[src/rtl/mem_debug_dumper_if.sv]
// Bundles the dumper's bus signals: start/status, memory debug read port and UART TX handshake.
// The dumper takes the master side; the memory/UART/host environment takes the slave side.
interface mem_debug_dumper_if;
   logic        start;
   logic        busy;
   logic        done;
   logic        debug_on;
   logic [31:0] debug_addr;
   logic [31:0] debug_data;
   logic [7:0]  tx_data;
   logic        tx_start;
   logic        tx_busy;

   modport master (
      input  start, debug_data, tx_busy,
      output busy, done, debug_on, debug_addr, tx_data, tx_start
   );

   modport slave (
      output start, debug_data, tx_busy,
      input  busy, done, debug_on, debug_addr, tx_data, tx_start
   );
endinterface

[src/rtl/mem_debug_dumper.sv]
// Walks every data-memory word through its debug read port and streams each word,
// MSB byte first, to the UART transmitter with a start/busy handshake.
module mem_debug_dumper #(
   parameter int MEM_DEPTH = 32,
   parameter int RD_LAT    = 1
) (
   input  logic               clk,
   input  logic               rst,
   mem_debug_dumper_if.master dbg
);
   localparam int WC_W  = (MEM_DEPTH > 1) ? $clog2(MEM_DEPTH) : 1;
   localparam int LAT_W = $clog2(RD_LAT + 1);
   localparam logic [WC_W-1:0]  LAST_WORD = WC_W'(MEM_DEPTH - 1);
   localparam logic [LAT_W-1:0] LAT_LOAD  = LAT_W'(RD_LAT);

   typedef enum logic [3:0] {
      IDLE, ADDR, WAIT, CAPTURE, SEND, ACK, DRAIN, NEXT, DONE
   } state_t;

   state_t            state_reg, state_next;
   logic [WC_W-1:0]   word_cnt_reg, word_cnt_next;
   logic [1:0]        byte_idx_reg, byte_idx_next;
   logic [LAT_W-1:0]  lat_cnt_reg, lat_cnt_next;
   logic [31:0]       capture_reg, capture_next;
   logic [31:0]       debug_addr_reg, debug_addr_next;
   logic [7:0]        tx_data_reg, tx_data_next;
   logic              tx_start_reg, tx_start_next;
   logic              debug_on_reg, debug_on_next;
   logic              busy_reg, busy_next;
   logic              done_reg, done_next;

   // Byte lanes of the captured word, lane 0 being the most significant byte.
   logic [7:0] lane [4];
   for (genvar gi = 0; gi < 4; gi++) begin : g_lane
      assign lane[gi] = capture_reg[8*(3-gi) +: 8];
   end

   assign dbg.debug_on   = debug_on_reg;
   assign dbg.debug_addr = debug_addr_reg;
   assign dbg.tx_data    = tx_data_reg;
   assign dbg.tx_start   = tx_start_reg;
   assign dbg.busy       = busy_reg;
   assign dbg.done       = done_reg;

   always_ff @(posedge clk) begin
      if (!rst) begin
         state_reg      <= IDLE;
         word_cnt_reg   <= '0;
         byte_idx_reg   <= '0;
         lat_cnt_reg    <= '0;
         capture_reg    <= '0;
         debug_addr_reg <= '0;
         tx_data_reg    <= '0;
         tx_start_reg   <= 1'b0;
         debug_on_reg   <= 1'b0;
         busy_reg       <= 1'b0;
         done_reg       <= 1'b0;
      end else begin
         state_reg      <= state_next;
         word_cnt_reg   <= word_cnt_next;
         byte_idx_reg   <= byte_idx_next;
         lat_cnt_reg    <= lat_cnt_next;
         capture_reg    <= capture_next;
         debug_addr_reg <= debug_addr_next;
         tx_data_reg    <= tx_data_next;
         tx_start_reg   <= tx_start_next;
         debug_on_reg   <= debug_on_next;
         busy_reg       <= busy_next;
         done_reg       <= done_next;
      end
   end

   always_comb begin
      state_next      = state_reg;
      word_cnt_next   = word_cnt_reg;
      byte_idx_next   = byte_idx_reg;
      lat_cnt_next    = lat_cnt_reg;
      capture_next    = capture_reg;
      debug_addr_next = debug_addr_reg;
      tx_data_next    = tx_data_reg;
      tx_start_next   = 1'b0;
      debug_on_next   = debug_on_reg;
      busy_next       = busy_reg;
      done_next       = 1'b0;

      case (state_reg)
         IDLE: begin
            if (dbg.start) begin
               state_next    = ADDR;
               word_cnt_next = '0;
               debug_on_next = 1'b1;
               busy_next     = 1'b1;
            end
         end
         ADDR: begin
            debug_addr_next = 32'(word_cnt_reg);
            lat_cnt_next    = LAT_LOAD;
            state_next      = WAIT;
         end
         WAIT: begin
            // The decrement that reaches zero is the last wait cycle.
            lat_cnt_next = lat_cnt_reg - LAT_W'(1);
            if (lat_cnt_reg == LAT_W'(1)) begin
               state_next = CAPTURE;
            end
         end
         CAPTURE: begin
            capture_next  = dbg.debug_data;
            byte_idx_next = 2'd0;
            state_next    = SEND;
         end
         SEND: begin
            if (!dbg.tx_busy) begin
               tx_data_next  = lane[byte_idx_reg];
               tx_start_next = 1'b1;
               state_next    = ACK;
            end
         end
         ACK: begin
            if (dbg.tx_busy) begin
               state_next = DRAIN;
            end
         end
         DRAIN: begin
            if (!dbg.tx_busy) begin
               if (byte_idx_reg == 2'd3) begin
                  state_next = NEXT;
               end else begin
                  byte_idx_next = byte_idx_reg + 2'd1;
                  state_next    = SEND;
               end
            end
         end
         NEXT: begin
            if (word_cnt_reg == LAST_WORD) begin
               done_next  = 1'b1;
               state_next = DONE;
            end else begin
               word_cnt_next = word_cnt_reg + WC_W'(1);
               state_next    = ADDR;
            end
         end
         DONE: begin
            debug_on_next = 1'b0;
            busy_next     = 1'b0;
            state_next    = IDLE;
         end
         default: begin
            state_next = IDLE;
         end
      endcase
   end
endmodule

[src/flat_wrapper.sv]
// flat-port wrapper written by rule: the top's interface ports become plain ports
module mem_debug_dumper_flat 
#(
   parameter int MEM_DEPTH = 32,
   parameter int RD_LAT    = 1
)
  (clk, rst, dbg_start, dbg_debug_data, dbg_tx_busy, dbg_busy, dbg_done, dbg_debug_on, dbg_debug_addr, dbg_tx_data, dbg_tx_start);
  mem_debug_dumper_if dbg_i ();
  input  logic clk;
  input  logic rst;
  input wire logic [$bits(dbg_i.start)-1:0] dbg_start;
  input wire logic [$bits(dbg_i.debug_data)-1:0] dbg_debug_data;
  input wire logic [$bits(dbg_i.tx_busy)-1:0] dbg_tx_busy;
  output wire logic [$bits(dbg_i.busy)-1:0] dbg_busy;
  output wire logic [$bits(dbg_i.done)-1:0] dbg_done;
  output wire logic [$bits(dbg_i.debug_on)-1:0] dbg_debug_on;
  output wire logic [$bits(dbg_i.debug_addr)-1:0] dbg_debug_addr;
  output wire logic [$bits(dbg_i.tx_data)-1:0] dbg_tx_data;
  output wire logic [$bits(dbg_i.tx_start)-1:0] dbg_tx_start;
  assign dbg_i.start = dbg_start;
  assign dbg_i.debug_data = dbg_debug_data;
  assign dbg_i.tx_busy = dbg_tx_busy;
  assign dbg_busy = dbg_i.busy;
  assign dbg_done = dbg_i.done;
  assign dbg_debug_on = dbg_i.debug_on;
  assign dbg_debug_addr = dbg_i.debug_addr;
  assign dbg_tx_data = dbg_i.tx_data;
  assign dbg_tx_start = dbg_i.tx_start;
  mem_debug_dumper #(.MEM_DEPTH(MEM_DEPTH), .RD_LAT(RD_LAT)) u_core (.clk(clk), .rst(rst), .dbg(dbg_i));
endmodule
[config.mk]
export PLATFORM = sky130hd
export DESIGN_NAME = mem_debug_dumper_flat
export DESIGN_NICKNAME = d
export VERILOG_FILES = /design/src/rtl/mem_debug_dumper_if.sv /design/src/rtl/mem_debug_dumper.sv /design/src/flat_wrapper.sv
export SDC_FILE = /design/constraint.sdc
export NUM_CORES = 1
export LEC_CHECK = 0
export BUFFER_PORTS_ARGS = -buffer_cell sky130_fd_sc_hd__buf_2
export CAP_MARGIN = 20
export CORE_MARGIN = 3
export CORE_UTILIZATION = 45
export DETAILED_ROUTE_END_ITERATION = 12
export PLACE_DENSITY = 0.69
export SLEW_MARGIN = 5
export SYNTH_ARGS = -nofsm -noshare
export SYNTH_HDL_FRONTEND = slang
export SYNTH_SLANG_ARGS = --single-unit
[constraint.sdc]
create_clock -name clk -period 1.95 [get_ports clk]
set_input_delay 0.0975 -clock clk [delete_from_list [all_inputs] [get_ports clk]]
set_output_delay 0.0975 -clock clk [all_outputs]
set_load 0.01 [all_outputs]
Word level (Yosys, flattened, before mapping)
Cells that the tools add are included.
{"block": "op_classes", "n_mux": 22, "magnitude_cmp": 1, "eq_ne": 17, "reduce_logical": 12, "n_addsub": 3, "n_bitwise": 2}
{"op": "case mux 4 bit (8 select lines)", "count": 1}
{"op": "2-to-1 mux 4 bit", "count": 6}
{"op": "binary-select mux 8 bit (select 2 bit)", "count": 1}
{"op": "equality test 4 x 3 -> 1 bit, second input constant", "count": 4}
{"op": "2-to-1 mux 8 bit", "count": 2}
{"op": "!= test 2 bit, second input constant", "count": 6}
{"op": "2-to-1 mux 5 bit", "count": 2}
{"op": "case mux 5 bit (2 select lines)", "count": 1}
{"op": "equality test 4 x 2 -> 1 bit, second input constant", "count": 2}
{"op": "AND reduction 2 bit", "count": 4}
{"op": "nonzero test 2 bit", "count": 4}
{"op": "2-to-1 mux 2 bit", "count": 3}
{"op": "AND reduction 3 bit", "count": 2}
{"op": "adder 5 x 1 -> 5 bit, second input constant", "count": 1}
{"op": "equality test 5 bit, second input constant", "count": 1}
{"op": "AND reduction 5 bit", "count": 1}
{"op": "equality test 4 x 1 -> 1 bit, second input constant", "count": 1}
{"op": "equality test 4 bit, second input constant", "count": 1}
{"op": "zero test 4 bit", "count": 1}
{"op": "case mux 1 bit (2 select lines)", "count": 2}
{"op": "case mux 2 bit (2 select lines)", "count": 1}
{"op": ">= comparator 3 bit, second input constant", "count": 1}
{"op": "2-to-1 mux 1 bit", "count": 3}
{"op": "NOT 2 -> 3 bit", "count": 1}
{"op": "other kinds (5)", "count": 5}
{"block": "word_totals", "output_inout_bits": 44, "reg_bits": 60, "in_bits": 36}

Depth between registers and ports, before layout
Gate-level depths: netlist of the first run.
{"block": "depth", "ltp_word": 4, "mapped_depth": 7, "mapped_depth_nobuf": 7}

Least setup slack after synthesis of the first run
Ideal clock, no wire load.
{"block": "synth_path", "path_type": "reg2reg", "startpoint": "reg u_core.word_cnt_reg[0]", "endpoint": "reg u_core.word_cnt_reg[3]", "path_slack_ps": 222, "t_arrival_ps": 1613, "path_stages_with_launch": 8, "n_path_buf": 0, "cell_sequence": "dfxtp_1 -> ha_1 -> and3_1 -> ha_1 -> nand4b_1 -> a211oi_2 -> xnor2_1 -> nor2_1"}
{"block": "synth_between", "elab_chain_len": 3, "elab_cells_between_ends": 6}
{"element": "start: declaration", "line_no": "mem_debug_dumper.sv:21", "rtl": "logic [WC_W-1:0] word_cnt_reg, word_cnt_next;"}
{"element": "start signal: assignment", "line_no": "mem_debug_dumper.sv:60", "rtl": "word_cnt_reg <= word_cnt_next;"}
{"element": "adder 5 x 1 -> 5 bit / equality test 5 bit (equally long branches)", "line_no": "mem_debug_dumper.sv:139, mem_debug_dumper.sv:135"}
{"element": "2-to-1 mux 5 bit / != test 2 bit (equally long branches)"}
{"element": "case mux 5 bit (2 select lines) / AND reduction 3 bit (equally long branches)"}
Several ways; a longest one is shown, not always the timed one. The select of a mux whose other input is x is not followed.
A chain may end at the register's enable or synchronous reset.

Final worst setup path of the first run
Same ends and word-level chain as after synthesis.

==> reports/qor.yml, run 1 <==
worstPathRequired_ns: 2.18
vias: 2312
ys_seq_area_frac: 0.432
met1_length_um: 2520
slew_headroom: 0.629
placed_cells: 432
worst_pin_slew_ns: 0.556
ys_seq_elements: 60
status: "complete, no violations"
cp_max_fo: 4
drt-wirelength-per-cell_um: 12.0
drive_gt1_frac: 0.226
rows: 28
crit_arrival_ns: 2.05
area_delta_synth_final_pct: 27.8
largest_reg_flops: 32
synth_area_per_cell_sq_um: 8.69
critPathMostFrequentCell: "ha_1"
diodes: 0
cp-end-kind: "flip-flop"
clk_path_buf_depth: 2
dr.pass1.iters: 5
synthDistinctLibCells: 39
cts_resized: 0
path_cells: "ha_1 > and3_1 > ha_1 > nand4b_1 > a211oi_2 > xnor2_1 > nor2_1"
antenna_found_initial: 0
io_pins: 80
io_buffers: 52
vias_per_cell: 4.85
async_flop_share: 0
ant_nets: 0
htree_levels: 3
die_h_um: 84.6
yosysWarnings: 0
setup_tns_ns: 0
drc: 0
wirelength_um: 5730
hpwl_um: 3810
powerDensity_nw_per_um2: 1010
place.gp.congestion: 0.822
ir_drop_mv: 0.747
final_cells: 477
setup_viol: 0
cts_setup_buffers: 0
syn-cell-area_sq_um: 2780
coreArea_sq_um: 5960
netlist_instances: 320
synth_top_area_frac: 0.432
power_leakage_nw: 1.46
rsz0062_at_grt: "no"
grt_pass1_wl_um: 9410
layout_min_cycle_time_ns: 1.83
fp.dieW_um: 84.6
fp.dieArea_sq_um: 7160
highest_layer: "met4"
wl_met3_um: 352
cts-root-buf: "clkbuf_8"
drv_cap: 0
path_buf_inv: 0
drv_slew: 0
skew_ns: 0.00430
grt_overflow: 0
cts_buffers: 9
max_stage_delay_ns: 0.35
cts_tree: "yes"
first_global_vias: 2132
yosys.area.top_type: "dfxtp_1"
nets: 436
drtIter0Drc: 145
timing.final.crit_share: 0.937
start_util: 0.467
clk_latency_ns: 0.33
wl_met2_um: 2760
hp-class: "in -> reg"
critical-path-top-delay-family: "simple AND/OR/NAND/NOR gates"
finalHoldViolCount: 0
clk_pin_slew_ns: 0.07
fmax_mhz: 547
ys_top_cells_by_area: "dfxtp_1 43%, nand2_1 9.4%, buf_4 7.6%"
cp-start-kind: "flip-flop"
cpMaxStageDelayCell: "dfxtp_1"
grt_start_max_net_pins: 43
cts.sinks: 60
synth-edff-count: 0
path_class: "reg -> reg"
synth_ff_type: "dfxtp_1"
grt_usage: 0.165
==> per-stage QoR <==
stage / setup WS, ns / instance area (sq um) / hold slack (ns) / power (mW) / utilization
2_1_floorplan: 0.222 / 2880 / 0.233 / 2.14 / -
3_3_place_gp: 0.137 / 3030 / 0.341 / 2.26 / 0.508
3_5_place_dp: 0.0747 / 3030 / 0.343 / 2.28 / 0.508
4_1_cts: 0.0716 / 3550 / 0.00226 / 3.62 / 0.597
5_1_grt: 0.0183 / 3550 / 0.0123 / 3.79 / 0.597
6_report: 0.122 / 3550 / 0.0180 / 3.58 / 0.597
==> metal layers <==
metal | track usage | up-vias
met1 | 0.198 | 1067
met4 | 0.0590 | 0
li1 | - | 1170
met5 | 0 | -
met2 | 0.267 | 65
met3 | 0.0658 | 10
==> cells in the mapped netlist (all sizes together), types with 5 or more instances <==
cell type and number:
mux2i 15, mux4 8, dfxtp 60, a21oi 37, clkbuf 13, nand3 6, buf 37, o21ai 5
nor3 6, nand2 70, nor2 22
==> final timing paths <==
check,from,end,slack [ns],cells after the start
max reg2reg,u_core.word_cnt_reg[0],u_core.word_cnt_reg[3],0.12,7
max,u_core.word_cnt_reg[0],u_core.word_cnt_reg[3],0.12,7
min reg2reg,u_core.capture_reg[4],u_core.capture_reg[4],0.45,2
min,dbg_debug_data[6],u_core.capture_reg[6],0.02,3
==> repair_timing <==
| action | in CTS | in global routing |
|---|---|---|
| hold buffers | 29 | 0 |
| endpoints found under the hold margin | 29 | 0 |
| endpoints found under the setup margin | 0 | 2 |
==> cell type report <==
type	count	area [sq um]
fillers	540	2400
multi-input cells	232	1370
flip-flops and latches	60	1200
repair buffers	90	643
clock buffers	12	165
well taps	75	93.8
clock inverters	4	70.1
inverters	4	15.0
==> layout by cell type (no fill, tap or decap), types with 3 or more instances in the layout <==
| master | count |
|---|---|
| nand2b_1 | 4 |
| buf_4 | 7 |
| dlygate4sd3_1 | 29 |
| nand2_1 | 70 |
| dfxtp_1 | 60 |
| mux4_2 | 8 |
| mux2i_1 | 15 |
| clkbuf_8 | 12 |
| inv_1 | 4 |
| and2_1 | 4 |
| a21oi_1 | 36 |
| xnor2_1 | 4 |
| nor2_1 | 22 |
| conb_1 | 27 |
| nand3_1 | 6 |
| o21ai_0 | 5 |
| ha_1 | 3 |
| nor2b_1 | 3 |
| buf_2 | 52 |
| nor3_1 | 5 |
==> report_power, final <==
part	internal, mW	total (mW)	switching (mW)
Clock	0.820	1.28	0.462
Combinational	0.379	0.798	0.419
Sequential	1.35	1.50	0.151
==> kinds of logic after synthesis <==
family,synth area share
buffers and inverters,0.117
other,0.00135
XOR/XNOR,0.0157
multiplexers,0.119
AND/OR/NAND/NOR,0.198
flip-flops,0.432
adder cells (fa/ha/maj),0.0135
AO/OA/AOI/OAI,0.104
==> worst reg2reg max path, cell delays in order, from the launching register on <==
cell and delay (ns):
dfxtp_1 0.35, ha_1 0.22, and3_1 0.19, ha_1 0.21
nand4b_1 0.30, a211oi_2 0.27, xnor2_1 0.14, nor2_1 0.05
Note: power is estimated with default switching activity, not from simulation.
==> inputs of run 2 (changes only) <==
- PLACE_DENSITY: 0.69 -> 0.71
- clock period: 1.95 -> 1.49 ns (I/O delays scaled with it)
==> reports/qor.yml, run 2 (same netlist as run 1, synthesis figures left out) <==
cts.sinks: 60
hp-class: "in -> reg"
grt_start_max_net_pins: 43
cts_buffers: 9
post-route-util: 0.654
grt_usage: 0.192
drc: 0
antenna_found_initial: 0
place.gp.congestion: 0.776
clk_latency_ns: 0.34
setup_tns_ns: -1.08
fp.dieArea_sq_um: 7160
p_total_mw: 4.98
setup_ws_ns: -0.211
area_delta_synth_final_pct: 39.9
hold_ws_ns: 0.0197
first_global_vias: 2345
worstPathRequired_ns: 1.72
htree_levels: 3
rsz0062_at_grt: "yes"
skew_ns: 0.00521
timing.final.crit_share: 1.14
path_class: "reg -> reg"
ant_nets: 0
drtIter0Drc: 212
cp-startpoint: "u_core.word_cnt_reg[1]"
io_buffers: 52
layout_min_cycle_time_ns: 1.70
rows: 28
io_pins: 80
largest_reg_flops: 32
dr.pass1.iters: 4
clk_path_buf_depth: 2
fp.dieW_um: 84.6
cp_max_fo: 5
worstHoldStart: "dbg_debug_data[0]"
fmax_mhz: 588
power_leakage_nw: 1.58
drv_slew: 0
wirelength_um: 7330
drv_cap: 0
vias_per_cell: 5.04
status: "complete, but fails checks"
diodes: 0
cp-end-kind: "flip-flop"
crit_arrival_ns: 1.93
cts-root-buf: "clkbuf_8"
nets: 463
coreArea_sq_um: 5960
vias: 2542
violations: "negative setup slack"
clk_pin_slew_ns: 0.07
start_util: 0.467
cts_tree: "yes"
cp-start-kind: "flip-flop"
final_common_cell: "nand2_1"
grt_overflow: 0
finalHoldViolCount: 0
die_h_um: 84.6
ir_drop_mv: 0.746
drt-wirelength-per-cell_um: 14.5
setup_viol: 12
r2r_start: "u_core.word_cnt_reg[1]"
hpwl_um: 4300
powerDensity_nw_per_um2: 1280
drive_gt1_frac: 0.312
grt_pass1_wl_um: 11000
final_cell_mix: "69 x nand2_1, 54 x dfxtp_1, 52 x buf_2, 35 x a21oi_1, 31 x dlygate4sd3_1"
==> run 2: changes by cell type in the layout (fill, tap and decap cells not counted), sizes merged <==
cell and change:
inv +1, buf +23, clkbuf -1, dlygate4sd3 +2, bufinv -1, clkinvlp +3
==> run 2: final timing paths <==
check,depth (start not counted),slack [ns],end
max,7,-0.21,u_core.word_cnt_reg[1]
min,3,0.02,u_core.capture_reg[0]
max reg2reg,7,-0.21,u_core.word_cnt_reg[1]
min reg2reg,2,0.46,u_core.capture_reg[29]
==> run 2: cell type report <==
class	instances	area, sq um
fill	466	2060
clock inverter	7	75.1
clock buffer	9	124
timing repair buffer	117	927
tap	75	93.8
sequential	60	1210
inverter	4	15.0
multi-input combinational	232	1450
==> run 2: worst max-delay path, stage by stage (launching register included) <==
cell,delay [ns]
dfxtp_2,0.34
ha_4,0.15
and3_4,0.18
ha_4,0.15
nand4b_1,0.28
a21oi_4,0.29
buf_4,0.15
o21ai_1,0.06
==> run 2: metrics by stage <==
step / setup slack, ns / instance area (sq um) / std cells
detailed placement: -0.163 / 3190 / 448
CTS: -0.157 / 3710 / 495
floorplan: -0.122 / 2900 / 346
global placement: -0.132 / 3190 / 448
global route: -0.273 / 3890 / 504
finish: -0.211 / 3890 / 504
==> run 2: per-layer routing <==
| metal | routed length, um | track usage | part of all wire | vias to the layer above |
|---|---|---|---|---|
| met2 | 3560 | 0.304 | 0.49 | 100 |
| li1 | - | - | - | 1225 |
| met5 | 0 | 0 | 0 | - |
| met1 | 3140 | 0.252 | 0.43 | 1201 |
| met3 | 486 | 0.0461 | 0.066 | 16 |
| met4 | 142 | 0.0806 | 0.019 | 0 |
==> run 2: power breakdown <==
| group | switching, mW | total (mW) | internal (mW) |
|---|---|---|---|
| combinational | 0.800 | 1.63 | 0.827 |
| clock | 0.689 | 1.47 | 0.776 |
| sequential | 0.120 | 1.89 | 1.77 |
==> run 2: what timing repair did <==
| action | CTS | global route |
|---|---|---|
| endpoints found under the setup margin | 6 | 44 |
| pin swaps | 1 | 8 |
| endpoints found under the hold margin | 31 | 0 |
| hold buffers | 31 | 0 |
| setup buffers | 0 | 7 |
| cloned | 0 | 3 |
| resized for setup | 2 | 19 |
==> inputs of run 3 (changes only) <==
- GPL_TIMING_DRIVEN: default -> 0
==> reports/qor.yml, run 3 (same netlist as run 1, synthesis figures left out) <==
vias_per_cell: 4.90
drive_gt1_frac: 0.317
ant_nets: 0
antenna_found_initial: 0
placedInstanceArea_sq_um: 3250
post-route-util: 0.660
worstPathRequired_ns: 1.73
postLayoutCellArea_sq_um: 3930
grt_usage: 0.208
fp.dieArea_sq_um: 7160
place_ws_ns: -0.248
fillers: 510
status: "complete, but fails checks"
grt_overflow: 0
diodes: 0
vias: 2578
wirelength_um: 7390
cts_tree: "yes"
io_buffers: 51
grt_pass1_wl_um: 11700
drt-wirelength-per-cell_um: 14.0
skew_ns: 0.00567
drtIter0Drc: 130
layout_min_cycle_time_ns: 1.69
rows: 28
final_common_cell: "nand2_1"
rsz0062_at_grt: "yes"
cts_buffers: 9
start_util: 0.467
first_global_vias: 2475
cp-start-kind: "flip-flop"
ir_drop_mv: 0.841
dr.pass1.iters: 4
nets: 485
path_class: "reg -> reg"
crit_arrival_ns: 1.93
cts.sinks: 60
setup_ws_ns: -0.203
timing.final.crit_share: 1.14
final_cell_mix: "69 x nand2_1, 55 x dfxtp_1, 52 x buf_2, 42 x buf_4, 36 x a21oi_1"
hold_ws_ns: 0.131
drv_slew: 0
place.gp.congestion: 0.834
die_h_um: 84.6
htree_levels: 3
worst_pin_slew_ns: 0.524
powerDensity_nw_per_um2: 1240
clk_path_buf_depth: 2
finalHoldViolCount: 0
violations: "negative setup slack"
clk_latency_ns: 0.34
cts-root-buf: "clkbuf_8"
p_total_mw: 4.89
hpwl_um: 4680
coreArea_sq_um: 5960
grt_start_max_net_pins: 12
area_delta_synth_final_pct: 41.3
final_cells: 526
slew_headroom: 0.651
fmax_mhz: 591
drv_cap: 0
largest_reg_flops: 32
cp_max_fo: 3
setup_tns_ns: -1.31
cp-end-kind: "flip-flop"
fp.dieW_um: 84.6
clk_pin_slew_ns: 0.07
hp-class: "in -> reg"
setup_viol: 13
io_pins: 80
power_leakage_nw: 1.66
drc: 0
placed_cells: 472
-- run 3: per-layer routing --
metal	vias to the layer above	wire length, um	track usage
met3	15	586	0.0618
met1	1182	2990	0.255
met5	-	0	0
li1	1269	-	-
met2	112	3640	0.342
met4	0	165	0.0863
-- run 3: worst max-delay path, cell delays in order, from the launching register on --
cell and delay [ns]:
dfxtp_2 0.34, ha_4 0.16, and3_4 0.18, ha_4 0.15, nand4b_1 0.30, a211oi_2 0.27, xnor2_1 0.14, nor2_1 0.06
-- run 3: where the power goes --
part           switching (mW)  internal, mW  total [mW]
logic                   0.726         0.641        1.37
clock network           0.665         0.941        1.61
registers               0.143          1.77        1.91
total                    1.53          3.35        4.89
-- run 3: final timing paths --
check,from,slack [ns],end,cells past startpoint
worst min register to register,u_core.capture_reg[14],0.45,u_core.capture_reg[14],2
worst max register to register,u_core.word_cnt_reg[1],-0.20,u_core.word_cnt_reg[3],7
worst min-delay path,dbg_start,0.13,u_core.word_cnt_reg[0],4
worst max-delay path,u_core.word_cnt_reg[1],-0.20,u_core.word_cnt_reg[3],7
-- run 3: area by class of cell --
| class | instances | area [sq um] | share of cell area |
|---|---|---|---|
| clock inverter | 6 | 88.8 | 0.0226 |
| sequential | 60 | 1210 | 0.308 |
| timing repair buffer | 93 | 654 | 0.166 |
| inverter | 4 | 15.0 | 0.00382 |
| multi-input combinational | 232 | 1430 | 0.363 |
| buffer | 46 | 314 | 0.0799 |
| tap | 75 | 93.8 | 0.0239 |
| clock buffer | 10 | 128 | 0.0325 |
-- run 3: timing repair --
item                                    in CTS  in global routing
hold buffers                                32                  0
hold endpoints to repair                    32                  0
buffers inserted                             8                  4
pin swaps                                    4                  8
resized for setup                           20                 25
endpoints found under the setup margin      50                 54
cloned                                       1                  0
